### config.mk
export PLATFORM = sky130hd
export DESIGN_NAME = mem_arbiter
export DESIGN_NICKNAME = d
export VERILOG_FILES = /design/src/rtl/mem_arbiter_pkg.sv /design/src/rtl/mem_arbiter.sv
export SDC_FILE = /design/constraint.sdc
export NUM_CORES = 1
export LEC_CHECK = 0
export ABC_CLOCK_PERIOD_IN_PS = 6650
export BUFFER_PORTS_ARGS = -buffer_cell sky130_fd_sc_hd__buf_2
export CORE_UTILIZATION = 59
export CTS_BUF_LIST = sky130_fd_sc_hd__clkbuf_8
export DETAILED_ROUTE_END_ITERATION = 7
export GPL_ROUTABILITY_DRIVEN = 0
export HOLD_SLACK_MARGIN = 0.15
export PLACE_DENSITY_LB_ADDON = 0.25
export SYNTH_ARGS = -nofsm -noshare
export SYNTH_HDL_FRONTEND = slang
export SYNTH_SLANG_ARGS = --single-unit
### constraint.sdc
create_clock -name clk -period 6.65 [get_ports clk]
set_clock_uncertainty 0.15 [all_clocks]
set_input_delay 1.33 -clock clk [delete_from_list [all_inputs] [get_ports clk]]
set_output_delay 1.33 -clock clk [all_outputs]
set_load 0.05 [all_outputs]
### src/rtl/mem_arbiter_pkg.sv
// Shared encodings and byte-lane helpers for the unified-RAM arbiter.
// The RAM behind the arbiter is one byte wide; fetches and loads/stores are split into byte accesses.
package mem_arbiter_pkg;

  localparam logic [1:0] ARB_IDLE   = 2'd0;
  localparam logic [1:0] ARB_IF_RD  = 2'd1;
  localparam logic [1:0] ARB_MEM_RD = 2'd2;
  localparam logic [1:0] ARB_MEM_WR = 2'd3;

  localparam logic [1:0] LEN_BYTE = 2'd0;
  localparam logic [1:0] LEN_HALF = 2'd1;
  localparam logic [1:0] LEN_WORD = 2'd3;

  localparam logic [31:0] ZERO_WORD = 32'h0000_0000;

  // Index of the last byte of a transfer; the illegal code 2 behaves as a word.
  function automatic logic [1:0] len_last(input logic [1:0] len);
    logic [1:0] last;
    case (len)
      LEN_BYTE: last = 2'd0;
      LEN_HALF: last = 2'd1;
      LEN_WORD: last = 2'd3;
      default:  last = 2'd3;
    endcase
    return last;
  endfunction

  function automatic logic [7:0] word_byte(input logic [31:0] word, input logic [1:0] idx);
    logic [7:0] b;
    case (idx)
      2'd0:    b = word[7:0];
      2'd1:    b = word[15:8];
      2'd2:    b = word[23:16];
      2'd3:    b = word[31:24];
      default: b = word[7:0];
    endcase
    return b;
  endfunction

  function automatic logic [31:0] put_byte(input logic [31:0] word, input logic [1:0] idx,
                                           input logic [7:0] b);
    logic [31:0] r;
    r = word;
    case (idx)
      2'd0:    r[7:0]   = b;
      2'd1:    r[15:8]  = b;
      2'd2:    r[23:16] = b;
      2'd3:    r[31:24] = b;
      default: r[7:0]   = b;
    endcase
    return r;
  endfunction

endpackage

### src/rtl/mem_arbiter.sv
// Arbitrates the single byte-wide RAM port between instruction fetch and load/store,
// serialising little-endian 1/2/4-byte transfers; MEM wins ties, IF fetches abort on flush.
module mem_arbiter
  import mem_arbiter_pkg::*;
#(
  parameter int ADDR_WIDTH = 32
) (
  input  logic                  clk,
  input  logic                  rst,
  input  logic                  branch_interception,
  input  logic                  if_req,
  input  logic [ADDR_WIDTH-1:0] if_addr,
  output logic                  if_done,
  output logic [31:0]           if_inst,
  input  logic                  mem_req,
  input  logic                  mem_we,
  input  logic [1:0]            mem_len,
  input  logic [ADDR_WIDTH-1:0] mem_addr,
  input  logic [31:0]           mem_wdata,
  output logic                  mem_done,
  output logic [31:0]           mem_rdata,
  output logic                  stall_req,
  output logic [ADDR_WIDTH-1:0] ram_addr,
  output logic                  ram_we,
  output logic [7:0]            ram_dout,
  input  logic [7:0]            ram_din
);

  localparam logic [ADDR_WIDTH-1:0] ADDR_ONE  = ADDR_WIDTH'(1);
  localparam logic [ADDR_WIDTH-1:0] ADDR_ZERO = ADDR_WIDTH'(0);

  logic [1:0]            state_r,     state_nx;
  logic [2:0]            step_r,      step_nx;
  logic [1:0]            last_r,      last_nx;
  logic [31:0]           wdata_r,     wdata_nx;
  logic [31:0]           asm_r,       asm_nx;
  logic [ADDR_WIDTH-1:0] ram_addr_r,  ram_addr_nx;
  logic                  ram_we_r,    ram_we_nx;
  logic [7:0]            ram_dout_r,  ram_dout_nx;
  logic                  if_done_r,   if_done_nx;
  logic                  mem_done_r,  mem_done_nx;
  logic [31:0]           if_inst_r,   if_inst_nx;
  logic [31:0]           mem_rdata_r, mem_rdata_nx;

  // step_r counts edges since the grant edge, so k_s is the index of the edge being computed.
  logic [2:0] k_s;
  logic [2:0] last_ext_s;
  logic [1:0] cap_idx_s;

  // Next-state and datapath computation for the arbiter FSM.
  always_comb begin
    state_nx     = state_r;
    step_nx      = step_r;
    last_nx      = last_r;
    wdata_nx     = wdata_r;
    asm_nx       = asm_r;
    ram_addr_nx  = ram_addr_r;
    ram_we_nx    = 1'b0;
    ram_dout_nx  = ram_dout_r;
    if_done_nx   = 1'b0;
    mem_done_nx  = 1'b0;
    if_inst_nx   = if_inst_r;
    mem_rdata_nx = mem_rdata_r;
    k_s          = step_r + 3'd1;
    last_ext_s   = {1'b0, last_r};
    cap_idx_s    = k_s[1:0] - 2'd2;

    case (state_r)
      ARB_IDLE: begin
        // The cycle a done pulse is visible is a turnaround: the requester retires first.
        if (if_done_r || mem_done_r) begin
          state_nx = ARB_IDLE;
        end else if (mem_req) begin
          last_nx     = len_last(mem_len);
          ram_addr_nx = mem_addr;
          step_nx     = 3'd0;
          asm_nx      = ZERO_WORD;
          if (mem_we) begin
            state_nx    = ARB_MEM_WR;
            wdata_nx    = mem_wdata;
            ram_we_nx   = 1'b1;
            ram_dout_nx = mem_wdata[7:0];
          end else begin
            state_nx = ARB_MEM_RD;
          end
        end else if (if_req && !branch_interception) begin
          state_nx    = ARB_IF_RD;
          last_nx     = LEN_WORD;
          ram_addr_nx = if_addr;
          step_nx     = 3'd0;
          asm_nx      = ZERO_WORD;
        end else begin
          state_nx = ARB_IDLE;
        end
      end

      ARB_IF_RD, ARB_MEM_RD: begin
        if ((state_r == ARB_IF_RD) && branch_interception) begin
          state_nx = ARB_IDLE;
        end else begin
          step_nx = k_s;
          if (k_s <= last_ext_s) begin
            ram_addr_nx = ram_addr_r + ADDR_ONE;
          end else begin
            ram_addr_nx = ram_addr_r;
          end
          // The RAM answers one cycle after the address, so captures trail launches by two edges.
          if (k_s >= 3'd2) begin
            asm_nx = put_byte(asm_r, cap_idx_s, ram_din);
          end else begin
            asm_nx = asm_r;
          end
          if (k_s == (last_ext_s + 3'd2)) begin
            state_nx = ARB_IDLE;
            if (state_r == ARB_IF_RD) begin
              if_done_nx = 1'b1;
              if_inst_nx = asm_nx;
            end else begin
              mem_done_nx  = 1'b1;
              mem_rdata_nx = asm_nx;
            end
          end else begin
            state_nx = state_r;
          end
        end
      end

      ARB_MEM_WR: begin
        if (k_s == (last_ext_s + 3'd1)) begin
          state_nx    = ARB_IDLE;
          mem_done_nx = 1'b1;
        end else begin
          step_nx     = k_s;
          ram_addr_nx = ram_addr_r + ADDR_ONE;
          ram_we_nx   = 1'b1;
          ram_dout_nx = word_byte(wdata_r, k_s[1:0]);
        end
      end

      default: begin
        state_nx = ARB_IDLE;
      end
    endcase
  end

  // State and output registers with synchronous reset.
  always_ff @(posedge clk) begin
    if (rst) begin
      state_r     <= ARB_IDLE;
      step_r      <= 3'd0;
      last_r      <= 2'd0;
      wdata_r     <= ZERO_WORD;
      asm_r       <= ZERO_WORD;
      ram_addr_r  <= ADDR_ZERO;
      ram_we_r    <= 1'b0;
      ram_dout_r  <= 8'h00;
      if_done_r   <= 1'b0;
      mem_done_r  <= 1'b0;
      if_inst_r   <= ZERO_WORD;
      mem_rdata_r <= ZERO_WORD;
    end else begin
      state_r     <= state_nx;
      step_r      <= step_nx;
      last_r      <= last_nx;
      wdata_r     <= wdata_nx;
      asm_r       <= asm_nx;
      ram_addr_r  <= ram_addr_nx;
      ram_we_r    <= ram_we_nx;
      ram_dout_r  <= ram_dout_nx;
      if_done_r   <= if_done_nx;
      mem_done_r  <= mem_done_nx;
      if_inst_r   <= if_inst_nx;
      mem_rdata_r <= mem_rdata_nx;
    end
  end

  assign if_done   = if_done_r;
  assign if_inst   = if_inst_r;
  assign mem_done  = mem_done_r;
  assign mem_rdata = mem_rdata_r;
  assign ram_addr  = ram_addr_r;
  assign ram_we    = ram_we_r;
  assign ram_dout  = ram_dout_r;
  assign stall_req = mem_req && !mem_done_r;

endmodule

==> results of run 1 <==
-- power by group through the flow --
stage / combinational, uW / sequential, uW / clock, uW
2_1_floorplan: 947 / 1770 / 0
3_3_place_gp: 1650 / 1410 / 0
3_5_place_dp: 1670 / 1410 / 0
4_1_cts: 1680 / 1380 / 862
5_1_grt: 1820 / 1410 / 906
6_report: 1690 / 1390 / 865
-- metrics by stage --
stage                     cell area, um^2  utilization
after floorplan                      8610            -
after global placement               9590        0.683
after detailed placement             9590        0.683
after CTS                           10000        0.715
after global routing                10000        0.715
final                               10000        0.715
-- flip-flops by register name (all words and copies together) (netlist names) --
| signal | count |
|---|---|
| asm_r | 32 |
| wdata_r | 32 |
| ram_we | 1 |
| ram_addr | 32 |
| if_done | 1 |
| mem_done | 1 |
| mem_rdata | 32 |
| last_r | 2 |
| ram_dout | 8 |
| state_r | 2 |
| step_r | 3 |
| if_inst | 32 |
-- layout make-up --
| class | instances | area [um^2] | area share |
|---|---|---|---|
| clock buffers | 17 | 234 | 0.0233 |
| clock inverters | 15 | 228 | 0.0227 |
| inverters | 18 | 67.6 | 0.00672 |
| multi-input cells | 707 | 4560 | 0.454 |
| flip-flops and latches | 178 | 3560 | 0.355 |
| well taps | 180 | 225 | 0.0224 |
| repair buffers | 228 | 1170 | 0.116 |
-- placed cells by master (no fill, tap or decap), types with 3 or more instances in the layout --
cell       instances
dfxtp_1          178
a211o_1            3
a222oi_1           8
nor2b_1            4
nor3_2             3
nor3_1            10
inv_6              3
a41o_1             3
mux2_2            13
nand2_1          110
ha_1              10
buf_4             10
a32o_1             6
buf_2            218
or3_1              4
clkbuf_8          17
a31o_2             3
bufinv_16          5
a21o_1             5
a211oi_1          83
and2_1             3
nor2_1           128
clkinv_2           3
o21ai_1            5
nand4_1           14
mux2i_1           59
o21ai_0           17
a21oi_1           53
nand3_1           21
a22oi_1           32
nand3b_1           3
o41ai_1            6
a31oi_1           16
o31ai_1           18
inv_1             17
o31a_1             3
o32ai_2            3
and3_1             9
o211ai_1           9
-- routing by layer --
layer,wire length (um),part of all wire,GRT usage,vias to the layer above
li1,-,-,-,3966
met3,1540,0.069,0.0548,46
met4,469,0.021,0.120,0
met2,10300,0.46,0.479,334
met5,0,0,0,-
met1,10000,0.45,0.393,3761
-- cell families after synthesis --
family / after synthesis / share of synthesized area
AO/OA/AOI/OAI: 293 / 0.248
XOR/XNOR: 4 / 0.00756
adder cells (fa/ha/maj): 11 / 0.0160
buffers and inverters: 107 / 0.0566
flip-flops: 178 / 0.414
multiplexers: 72 / 0.0856
AND/OR/NAND/NOR: 327 / 0.172
-- critical path: stages --
cell    delay [ns]
buf_2         0.68
inv_1         0.19
nor2_1        0.14
buf_2         0.27
-- worst paths after layout --
path	startpoint	end	slack (ns)
min	wdata_r[5]	wdata_r[5]	0.31
max	mem_req	stall_req	2.56
max reg2reg	step_r[0]	ram_addr[27]	3.08
min reg2reg	wdata_r[5]	wdata_r[5]	0.31
==> PnR_summary.wiki, run 1 <==
{| class="wikitable"
! Metric !! Value
|-
| RSZ-0062 raised after global routing || no
|-
| Number of standard-cell rows in the floorplan || 43
|-
| Combinational Power Share || 0.428
|-
| Diodes inserted || 0
|-
| Initial Util || 0.613
|-
| Final layout net count || ~1.3k
|-
| Tightest hold margin || 0.309 ns
|-
| Power density normalized to cell area || 392 nW/um^2
|-
| Number of iterations in the first detailed-routing pass || 6
|-
| Synthesized area per cell || 8.68 um^2
|-
| Logic depth of the worst register-to-register path || 6
|-
| Detailed-route vias per instance || 6.04
|-
| Chip Height || 123 um
|-
| Share of flip-flops with an asynchronous set or reset after synthesis || 0
|-
| Reported leakage power || 0.00421 uW
|-
| Synthesized netlist cell count || approximately 990
|-
| Number of buffers inserted by port buffering || 219
|-
| Most instantiated flip-flop cell in the synthesis netlist || dfxtp_1
|-
| #FFs+latches synth || 178
|-
| Fraction of power spent switching nets || 0.449
|-
| Root Driver || clkbuf_8
|-
| Cell types with the largest area share after synthesis || dfxtp_1 41%, a211oi_1 7.2%, mux2i_1 6.9%, nor2_1 5.6%, nand2_1 4.8%
|-
| Remaining DRCs || 0
|-
| Element type at the critical path end || primary output
|-
| Total Routing Usage GR || 0.298
|-
| Mean routed wirelength per cell || 16.6 um
|-
| Post-route minimum period || 4.09 ns
|-
| Grt ovf || 0
|-
| Switching power of the nets || 1770 uW
|-
| Number of endpoints with negative hold slack in the final report || 0
|-
| Total setup buffers inserted after CTS || 0
|-
| Max Freq || between 0.2 and 0.25 GHz
|-
| Insertion delay to the later sink of the worst-skew pair || 0.46 ns
|-
| TritonCTS clock tree || yes
|-
| Cell total after placement || 1,311
|-
| Critical path required time || just over 5 ns
|-
| Top post-synthesis cells by count || 178 x dfxtp_1, 128 x nor2_1, 110 x nand2_1, 83 x a211oi_1, 59 x mux2i_1
|-
| Combined area of all synthesized cells || 8610 um^2
|-
| Number of sinks driven by the clock tree || around 180
|-
| DR vias || 8,107
|-
| Synth top area share || 0.414
|-
| Clock tree buffer depth || 2
|-
| Sequential area share after synthesis || 0.414
|-
| Fraction of final layout cells with drive strength greater than 1 || 0.256
|-
| EDFF count, synth || 0
|-
| Pin count of the biggest net entering global routing || 102
|-
| Antenna violations before repair || 0
|-
| Number of pins with negative max-slew slack in the final report || 0
|-
| Part of the power in the clock network || 0.219
|-
| Highest ir drop seen on vdd || 0.265 mV
|-
| Count of cells along the worst hold path || 2
|-
| Core Region || roughly 14,000 um^2
|-
| Total die area || 15,100 um^2
|-
| WL final || 22.3 mm
|-
| Final setup violating endpoints || 0
|-
| Critical path class || in2out
|-
| Worst Hold Class || reg2reg
|-
| Startpoint class of the critical path || primary input
|-
| Number of violations reported at the end of detailed-routing iteration 0 || roughly 740
|-
| Synthesized net count || about 1.1k
|-
| Worst-Margin Slew || 1.27 ns
|-
| CTS resizes || 0
|-
| Status || completed
|-
| Number of non-filler instances in the completed layout || 1,343
|-
| Fraction of power consumed by sequential logic || 0.353
|-
| Unique cell type count in the Yosys netlist || 72
|-
| Depth of the CTS H-tree || 4
|-
| Clock buffer count from CTS || 17
|-
| TNS Setup || 0 ns
|-
| Chip width || 123 um
|-
| Hold_buf cts || 0
|-
| Placement Setup Slack || 2.19 ns
|-
| Dpl hpwl || 15.0 mm
|-
| Critical path peak fanout || 39
|-
| Slew HR || 0.150
|-
| Data arrival time of the critical path || 2.61 ns
|-
| Share of the cycle needed by the critical path after routing || 0.615
|-
| Relative area change from synthesis to final layout || 16.7%
|-
| # IOs || 220
|-
| Most frequent cell after synthesis || dfxtp_1
|-
| Antenna-violating nets left || 0
|-
| Clk pin slew, worst setup/hold paths || around 0.09 ns
|-
| Final setup margin || 2.56 ns
|-
| Fill cells || 1,125
|-
| Internal cell power || 2170 uW
|-
| Global-route wire length before repair || 35.8 mm
|-
| Design Power || just under 4000 uW
|-
| Number of warning messages in the yosys log || 0
|-
| Dominant cell type by area after synthesis || dfxtp_1
|-
| Via count of the first global-routing pass || 7,403
|-
| MaxCap Viol Count || 0
|}
(Power assumes the default switching activity.)
==> run 2: changes to the inputs <==
--- a/config.mk
+++ b/config.mk
@@ -5,9 +5,9 @@
 export SDC_FILE = /design/constraint.sdc
 export NUM_CORES = 1
 export LEC_CHECK = 0
-export ABC_CLOCK_PERIOD_IN_PS = 6650
+export ABC_CLOCK_PERIOD_IN_PS = 3640
 export BUFFER_PORTS_ARGS = -buffer_cell sky130_fd_sc_hd__buf_2
-export CORE_UTILIZATION = 59
+export CORE_UTILIZATION = 50
 export CTS_BUF_LIST = sky130_fd_sc_hd__clkbuf_8
 export DETAILED_ROUTE_END_ITERATION = 7
 export GPL_ROUTABILITY_DRIVEN = 0
==> constraint.sdc (replaced) <==
create_clock -name clk -period 3.64 [get_ports clk]
set_clock_uncertainty 0.15 [all_clocks]
set_input_delay 0.728 -clock clk [delete_from_list [all_inputs] [get_ports clk]]
set_output_delay 0.728 -clock clk [all_outputs]
set_load 0.05 [all_outputs]
==> run 2 against run 1 <==
Net effect: non-clock buffer count increased by 15; sequential power increased by 83%; die area up 18%; worst hold slack gained 0.00061 ns; count of clock-buffer cells in the layout is the same; wire length grew 2.4%; design area is 0.31% higher; cell count grew 4.0%; core utilization shrank 11 points; global-route usage down 4.0 points; combinational power is 86% higher; critical path depth up 4; largest cell class unchanged.
==> PnR_summary.wiki, run 2 (synthesis gave the netlist of run 1 again) <==
{| class="wikitable"
! Metric !! Value
|-
| Share of the cycle needed by the critical path after routing || 0.794
|-
| Post-route minimum period || 2.89 ns
|-
| Most frequent cells in the layout || 218 x buf_2, 178 x dfxtp_1, 128 x nor2_1
|-
| Total setup buffers inserted after CTS || 0 (unchanged)
|-
| Area used by sequential logic in the layout || 3560 um^2 (unchanged)
|-
| Antenna violations before repair || 0 (unchanged)
|-
| # IOs || 220 (unchanged)
|-
| Pin count of the biggest net entering global routing || 68 (-33%)
|-
| Power density normalized to cell area || 683 nW/um^2 (+74%)
|-
| Worst-Margin Slew || 1.08 ns (-0.184 ns)
|-
| RSZ-0062 raised after global routing || no
|-
| Crit path largest cell delay || 0.53 ns (-0.15 ns)
|-
| Core Region || 16,700 um^2 (+19%)
|-
| Diodes inserted || 0 (unchanged)
|-
| Critical-path top delay cell || buf_4
|-
| Detail Route met3 WL || 1.37 mm (-11%)
|-
| Number of standard-cell rows in the floorplan || 47 (+9.3%)
|-
| Total routed wire length on the met1 layer || 10.4 mm (+3.4%)
|-
| Critical path required time || 3.87 ns (-1.30 ns)
|-
| Tightest hold margin || 0.310 ns (+0.000608 ns)
|-
| DR vias || 8,042 (-0.80%)
|-
| Max Freq || approximately 0.35 GHz
|-
| Critical-path cell list || inv_1, ha_1, ha_1, nand3b_1, nor3_4, buf_4, nor2_1, a211oi_1
|-
| Antenna-violating nets left || 0 (unchanged)
|-
| Number of pins with negative max-slew slack in the final report || 0 (unchanged)
|-
| Dpl hpwl || 16.0 mm (+7.1%)
|-
| Mean routed wirelength per cell || 16.4 um (-1.6%)
|-
| Highest metal layer with signal wires || met4
|-
| Hold_buf cts || 0 (unchanged)
|-
| Number of endpoints with negative hold slack in the final report || 0 (unchanged)
|-
| Crit path top cell by count || ha_1
|-
| Critical path peak fanout || 64 (+64%)
|-
| Clk pin slew, worst setup/hold paths || 0.09 ns (about the same)
|-
| Standard cell area after detailed placement || 9750 um^2 (+1.7%)
|-
| Initial Util || 0.515 (-0.0976)
|-
| Area taken by multi-input logic gates || 4570 um^2 (about the same)
|-
| Startpoint class of the critical path || register
|-
| Depth of the CTS H-tree || 4 (unchanged)
|-
| Insertion delay to the later sink of the worst-skew pair || 0.46 ns (about the same)
|-
| Total met2 wirelength after detailed routing || 10.8 mm (+4.4%)
|-
| Number of iterations in the first detailed-routing pass || 5 (-1)
|-
| Clock tree buffer depth || 2 (unchanged)
|-
| Relative area change from synthesis to final layout || 17.1%
|-
| Final layout net count || 1,288 (+1.2%)
|-
| Status || completed
|-
| Cell total after placement || 1,366 (+4.2%)
|-
| Leading cell type in the layout, fill and taps excluded || buf_2
|-
| Critical path class || reg2reg
|-
| Slew HR || 0.276 (+0.127)
|-
| Worst Hold Class || reg2reg
|-
| Global-route wire length before repair || 36.8 mm (+2.9%)
|-
| CTS resizes || 0 (unchanged)
|-
| WL final || 22.9 mm (+2.4%)
|-
| Element type at the critical path end || register
|-
| Via count of the first global-routing pass || 7,287 (-1.6%)
|-
| Kind of cell adding the most delay to the critical path || adder cells
|-
| Total Routing Usage GR || 0.257 (-0.0404)
|-
| Data arrival time of the critical path || 3.12 ns (+0.51 ns)
|-
| Detailed-route vias per instance || 5.76 (-4.6%)
|-
| Number of non-filler instances in the completed layout || 1,397 (+4.0%)
|-
| Fraction of final layout cells with drive strength greater than 1 || 0.263 (+0.00630)
|-
| Final std cell area, no fill || 10,100 um^2 (+0.31%)
|-
| Fill cells || 1,603 (+42%)
|-
| Total die area || 17,700 um^2 (+18%)
|-
| TritonCTS clock tree || yes
|-
| Grt ovf || 0 (unchanged)
|-
| Final setup violating endpoints || 0 (unchanged)
|-
| Chip width || 133 um (+8.5%)
|-
| WP buf/inv || 2 (-1)
|-
| Clock buffer count from CTS || 17 (unchanged)
|-
| Reported leakage power || 0.00423 uW (+0.45%)
|-
| Util after Layout || 0.603 (-0.112)
|-
| Number of buffers inserted by port buffering || 219 (unchanged)
|-
| MaxCap Viol Count || 0 (unchanged)
|-
| TNS Setup || 0 ns (unchanged)
|-
| Remaining DRCs || 0 (unchanged)
|-
| Chip Height || 133 um (+8.5%)
|-
| Highest ir drop seen on vdd || 0.350 mV (+32%)
|-
| Number of sinks driven by the clock tree || 178 (unchanged)
|-
| Root Driver || clkbuf_8
|-
| Number of violations reported at the end of detailed-routing iteration 0 || 742 (+0.41%)
|}
## run 2: changes by cell type in the layout (fill, tap and decap cells not counted), sizes merged
cell      delta
clkinv       -2
inv          +4
buf         +15
bufinv       -5
clkinvlp     +2
## run 2: cell type report
type	count	share of cell area
Tap cell	220	0.0273
Inverter	18	0.00670
Clock inverter	14	0.00931
Timing Repair Buffer	243	0.127
Sequential cell	178	0.354
Multi-Input combinational cell	707	0.453
Clock buffer	17	0.0232
## run 2: worst paths after layout
check / from / end / slack, ns / cells after the start
worst max-delay path: step_r[0] / if_inst[0] / 0.75 / 8
worst min-delay path: wdata_r[12] / wdata_r[12] / 0.31 / 2
worst max register to register: step_r[0] / if_inst[0] / 0.75 / 8
worst min register to register: wdata_r[12] / wdata_r[12] / 0.31 / 2
## run 2: per-layer routing
layer | track usage | vias up
met3 | 0.0464 | 32
met2 | 0.420 | 293
li1 | - | 3988
met4 | 0.0859 | 0
met5 | 0 | -
met1 | 0.343 | 3729
## run 2: where the power goes
group,switching [uW],total [uW],leakage [uW],internal (uW)
Clock,724,1190,0.000176,466
Combinational,2190,3140,0.00261,957
Sequential,313,2550,0.00145,2230
## run 2: tightest hold or removal path, delay by kind of cell (launching register included)
family,cells,cell delay (ns)
AOI/OAI and AO/OA,1,0.05
DFF,1,0.32
and+or+nand+nor,1,0.05
## run 2: per-stage QoR
stage | power, uW | worst slack, ns
after detailed placement | 5700 | 0.802
after floorplan | 4970 | 0.707
after CTS | 6900 | 0.771
final | 6880 | 0.751
after global placement | 5660 | 0.894
after global routing | 7280 | 0.522
==> run 3: changes to the inputs <==
--- a/config.mk
+++ b/config.mk
@@ -5,9 +5,10 @@
 export SDC_FILE = /design/constraint.sdc
 export NUM_CORES = 1
 export LEC_CHECK = 0
-export ABC_CLOCK_PERIOD_IN_PS = 3640
+export ABC_AREA = 1
+export ABC_CLOCK_PERIOD_IN_PS = 2840
 export BUFFER_PORTS_ARGS = -buffer_cell sky130_fd_sc_hd__buf_2
-export CORE_UTILIZATION = 50
+export CORE_UTILIZATION = 56
 export CTS_BUF_LIST = sky130_fd_sc_hd__clkbuf_8
 export DETAILED_ROUTE_END_ITERATION = 7
 export GPL_ROUTABILITY_DRIVEN = 0
==> constraint.sdc (replaced) <==
create_clock -name clk -period 2.84 [get_ports clk]
set_clock_uncertainty 0.15 [all_clocks]
set_input_delay 0.568 -clock clk [delete_from_list [all_inputs] [get_ports clk]]
set_output_delay 0.568 -clock clk [all_outputs]
set_load 0.05 [all_outputs]
==> run 3 against run 2 <==
Net effect: worst hold slack lost 0.12 ns; critical path depth rose by 1; count of clock-buffer cells in the layout increased by 3; fmax increased by 8.7%; flip-flop and latch count unchanged; total power up 53%; largest power group unchanged; highest routed layer unchanged.
==> PnR_summary.wiki, run 3 <==
{| class="wikitable"
! Metric !! Value
|-
| Cell total after placement || 1,805 (+32%)
|-
| Internal cell power || 5310 uW (+45%)
|-
| DR vias || 9,600 (+19%)
|-
| Via count of the first global-routing pass || 8,556 (+17%)
|-
| Relative area change from synthesis to final layout || 17.8%
|-
| Number of buffers inserted by port buffering || 219 (unchanged)
|-
| Final setup violating endpoints || 0 (unchanged)
|-
| Kind of cell adding the most delay to the critical path || adder cells
|-
| Core Region || 15,400 um^2 (-7.6%)
|-
| Synthesized area per cell || 6.29 um^2 (-27%)
|-
| Most frequent cell after synthesis || nand2_1
|-
| Share of flip-flops with an asynchronous set or reset after synthesis || 0 (unchanged)
|-
| #FFs+latches synth || 178 (unchanged)
|-
| Final layout net count || 1,736 (+35%)
|-
| Top post-synthesis cells by count || 417 x nand2_1, 311 x nor2_1, 178 x dfxtp_1, 133 x o21ai_0, 92 x a21oi_1
|-
| Total setup buffers inserted after CTS || 0 (unchanged)
|-
| Number of warning messages in the yosys log || 0 (unchanged)
|-
| Total Routing Usage GR || 0.296 (+0.0386)
|-
| Dominant cell type by area after synthesis || dfxtp_1
|-
| RSZ-0062 raised after global routing || no
|-
| Most frequent cells in the layout || 417 x nand2_1, 310 x nor2_1, 219 x buf_2
|-
| Number of standard-cell rows in the floorplan || 45 (-4.3%)
|-
| Depth of the CTS H-tree || 4 (unchanged)
|-
| Critical-path top delay cell || dfxtp_1
|-
| WP buf/inv || 2 (unchanged)
|-
| Leading cell type in the layout, fill and taps excluded || nand2_1
|-
| Synthesized netlist cell count || 1,430 (+44%)
|-
| Synth top area share || 0.396 (-0.0181)
|-
| Combined area of all synthesized cells || 9000 um^2 (+4.6%)
|-
| CTS resizes || 0 (unchanged)
|-
| Remaining DRCs || 0 (unchanged)
|-
| Worst Hold Class || in2reg
|-
| Total die area || 16,600 um^2 (-6.5%)
|-
| Crit path top cell by count || ha_1
|-
| Chip Height || 129 um (-3.3%)
|-
| Placement Setup Slack || 0.246 ns (-0.557 ns)
|-
| Fraction of final layout cells with drive strength greater than 1 || 0.180 (-0.0823)
|-
| Reported leakage power || 0.00499 uW (+18%)
|-
| Unique cell type count in the Yosys netlist || 33 (-54%)
|-
| Detailed-route vias per instance || 5.22 (-9.3%)
|-
| Antenna-violating nets left || 0 (unchanged)
|-
| Number of endpoints with negative hold slack in the final report || 0 (unchanged)
|-
| Status || completed
|-
| Critical path class || reg2reg
|-
| Part of the power in the clock network || 0.168 (-0.005)
|-
| Clock tree buffer depth || 2 (unchanged)
|-
| Synthesized net count || 1,553 (+39%)
|-
| Mean routed wirelength per cell || 13.1 um (-20%)
|-
| Hold_buf cts || 0 (unchanged)
|-
| Number of pins with negative max-slew slack in the final report || 0 (unchanged)
|-
| Util after Layout || 0.687 (+0.0836)
|-
| Final setup margin || 0.183 ns (-0.568 ns)
|-
| # IOs || 220 (unchanged)
|-
| Share of the cycle needed by the critical path after routing || 0.936 (+0.142)
|-
| Post-route minimum period || 2.66 ns (-0.232 ns)
|-
| Cell types with the largest area share after synthesis || dfxtp_1 40%, nand2_1 17%, nor2_1 13%, o21ai_0 7.4%, a21oi_1 5.1%
|-
| Number of non-filler instances in the completed layout || 1,839 (+32%)
|-
| Fraction of power spent switching nets || 0.496 (+0.0270)
|-
| Fraction of power consumed by sequential logic || 0.321 (-0.049)
|-
| Critical path required time || 3.09 ns (-0.78 ns)
|-
| Pin count of the biggest net entering global routing || 56 (-18%)
|-
| Clock buffer count from CTS || 17 (unchanged)
|-
| TNS Setup || 0 ns (unchanged)
|-
| Data arrival time of the critical path || 2.91 ns (-0.21 ns)
|-
| Chip width || 129 um (-3.3%)
|-
| Max Freq || 0.376 GHz (+8.7%)
|-
| Most instantiated flip-flop cell in the synthesis netlist || dfxtp_1
|-
| Root Driver || clkbuf_8
|-
| TritonCTS clock tree || yes
|-
| Number of sinks driven by the clock tree || 178 (unchanged)
|-
| Slew HR || 0.297 (+0.0204)
|-
| Number of violations reported at the end of detailed-routing iteration 0 || 672 (-9.4%)
|-
| Highest ir drop seen on vdd || 0.752 mV (+110%)
|-
| Clk pin slew, worst setup/hold paths || 0.09 ns (about the same)
|-
| Sequential area share after synthesis || 0.396 (-0.0181)
|-
| Critical-path cell list || inv_1, ha_1, ha_1, nor2_1, nand4_2, nor2_4, buf_12, o21ai_0, a21oi_1
|-
| Startpoint class of the critical path || register
|-
| Global-route wire length before repair || 39.3 mm (+6.7%)
|-
| Grt ovf || 0 (unchanged)
|-
| WL final || 24.1 mm (+5.2%)
|-
| Dpl hpwl || 16.9 mm (+5.4%)
|-
| Critical path peak fanout || 47 (-27%)
|-
| Switching power of the nets || 5220 uW (+62%)
|-
| Area used by sequential logic in the layout || 3560 um^2 (unchanged)
|-
| Element type at the critical path end || register
|-
| Combinational Power Share || 0.511 (+0.054)
|-
| Number of iterations in the first detailed-routing pass || 5 (unchanged)
|-
| Crit path largest cell delay || 0.39 ns (-0.14 ns)
|-
| EDFF count, synth || 0 (unchanged)
|-
| Area taken by multi-input logic gates || 4700 um^2 (+2.9%)
|-
| Power density normalized to cell area || 994 nW/um^2 (+46%)
|-
| Antenna violations before repair || 2 (+2)
|-
| Worst-Margin Slew || 1.05 ns (-0.0270 ns)
|-
| Initial Util || 0.583 (+0.0680)
|-
| MaxCap Viol Count || 0 (unchanged)
|-
| Insertion delay to the later sink of the worst-skew pair || 0.48 ns (+0.02 ns)
|-
| Fill cells || 1,449 (-9.6%)
|}
-- run 3: tightest hold or removal path, stage by stage --
cell,delay (ns)
buf_2,0.07
o21ai_0,0.07
nor2_1,0.07
-- run 3: path summary, 6_finish.rpt --
| path | startpoint | end | slack (ns) | depth (start not counted) |
|---|---|---|---|---|
| min | mem_wdata[27] | wdata_r[27] | 0.19 | 3 |
| min reg2reg | asm_r[4] | asm_r[4] | 0.31 | 2 |
| max | step_r[0] | mem_rdata[23] | 0.18 | 9 |
| max reg2reg | step_r[0] | mem_rdata[23] | 0.18 | 9 |
-- run 3: final cells by class --
type | count | share of cell area
Sequential cell | 178 | 0.336
Inverter | 96 | 0.0341
Antenna cell | 2 | 0.000472
Timing Repair Buffer | 238 | 0.123
Multi-Input combinational cell | 1082 | 0.443
Clock buffer | 20 | 0.0260
Tap cell | 211 | 0.0249
Clock inverter | 12 | 0.0122
-- run 3: power groups by stage --
| stage | combinational (uW) | clock [uW] | sequential [uW] |
|---|---|---|---|
| final | 5380 | 1770 | 3380 |
| after global routing | 5960 | 1890 | 3440 |
| after CTS | 5360 | 1790 | 3370 |
| after detailed placement | 5340 | 0 | 3430 |
| after global placement | 5230 | 0 | 3420 |
| after floorplan | 3170 | 0 | 4380 |
-- run 3: layer usage --
| metal | global-route usage | vias to the layer above | part of all wire |
|---|---|---|---|
| li1 | - | 4868 | - |
| met1 | 0.385 | 4339 | 0.44 |
| met2 | 0.487 | 345 | 0.46 |
| met3 | 0.0474 | 48 | 0.070 |
| met4 | 0.126 | 0 | 0.027 |
| met5 | 0 | - | 0 |
-- run 3: through the flow --
stage / total power, uW / cell area [um^2] / hold slack, ns
after detailed placement: 8760 / 10200 / 0.300
after global routing: 11300 / 10600 / 0.207
after floorplan: 7540 / 9000 / 0.287
after CTS: 10500 / 10600 / 0.182
after global placement: 8650 / 10200 / 0.293
final: 10500 / 10600 / 0.191
-- run 3: logic make-up after synthesis --
| kind of cell | Yosys count | synth area share |
|---|---|---|
| AOI/OAI and AO/OA | 244 | 0.137 |
| adders and majority gates | 11 | 0.0153 |
| buffers and inverters | 170 | 0.0830 |
| xor gates and xnor gates | 4 | 0.00389 |
| DFF | 178 | 0.396 |
| and+or+nand+nor | 823 | 0.365 |
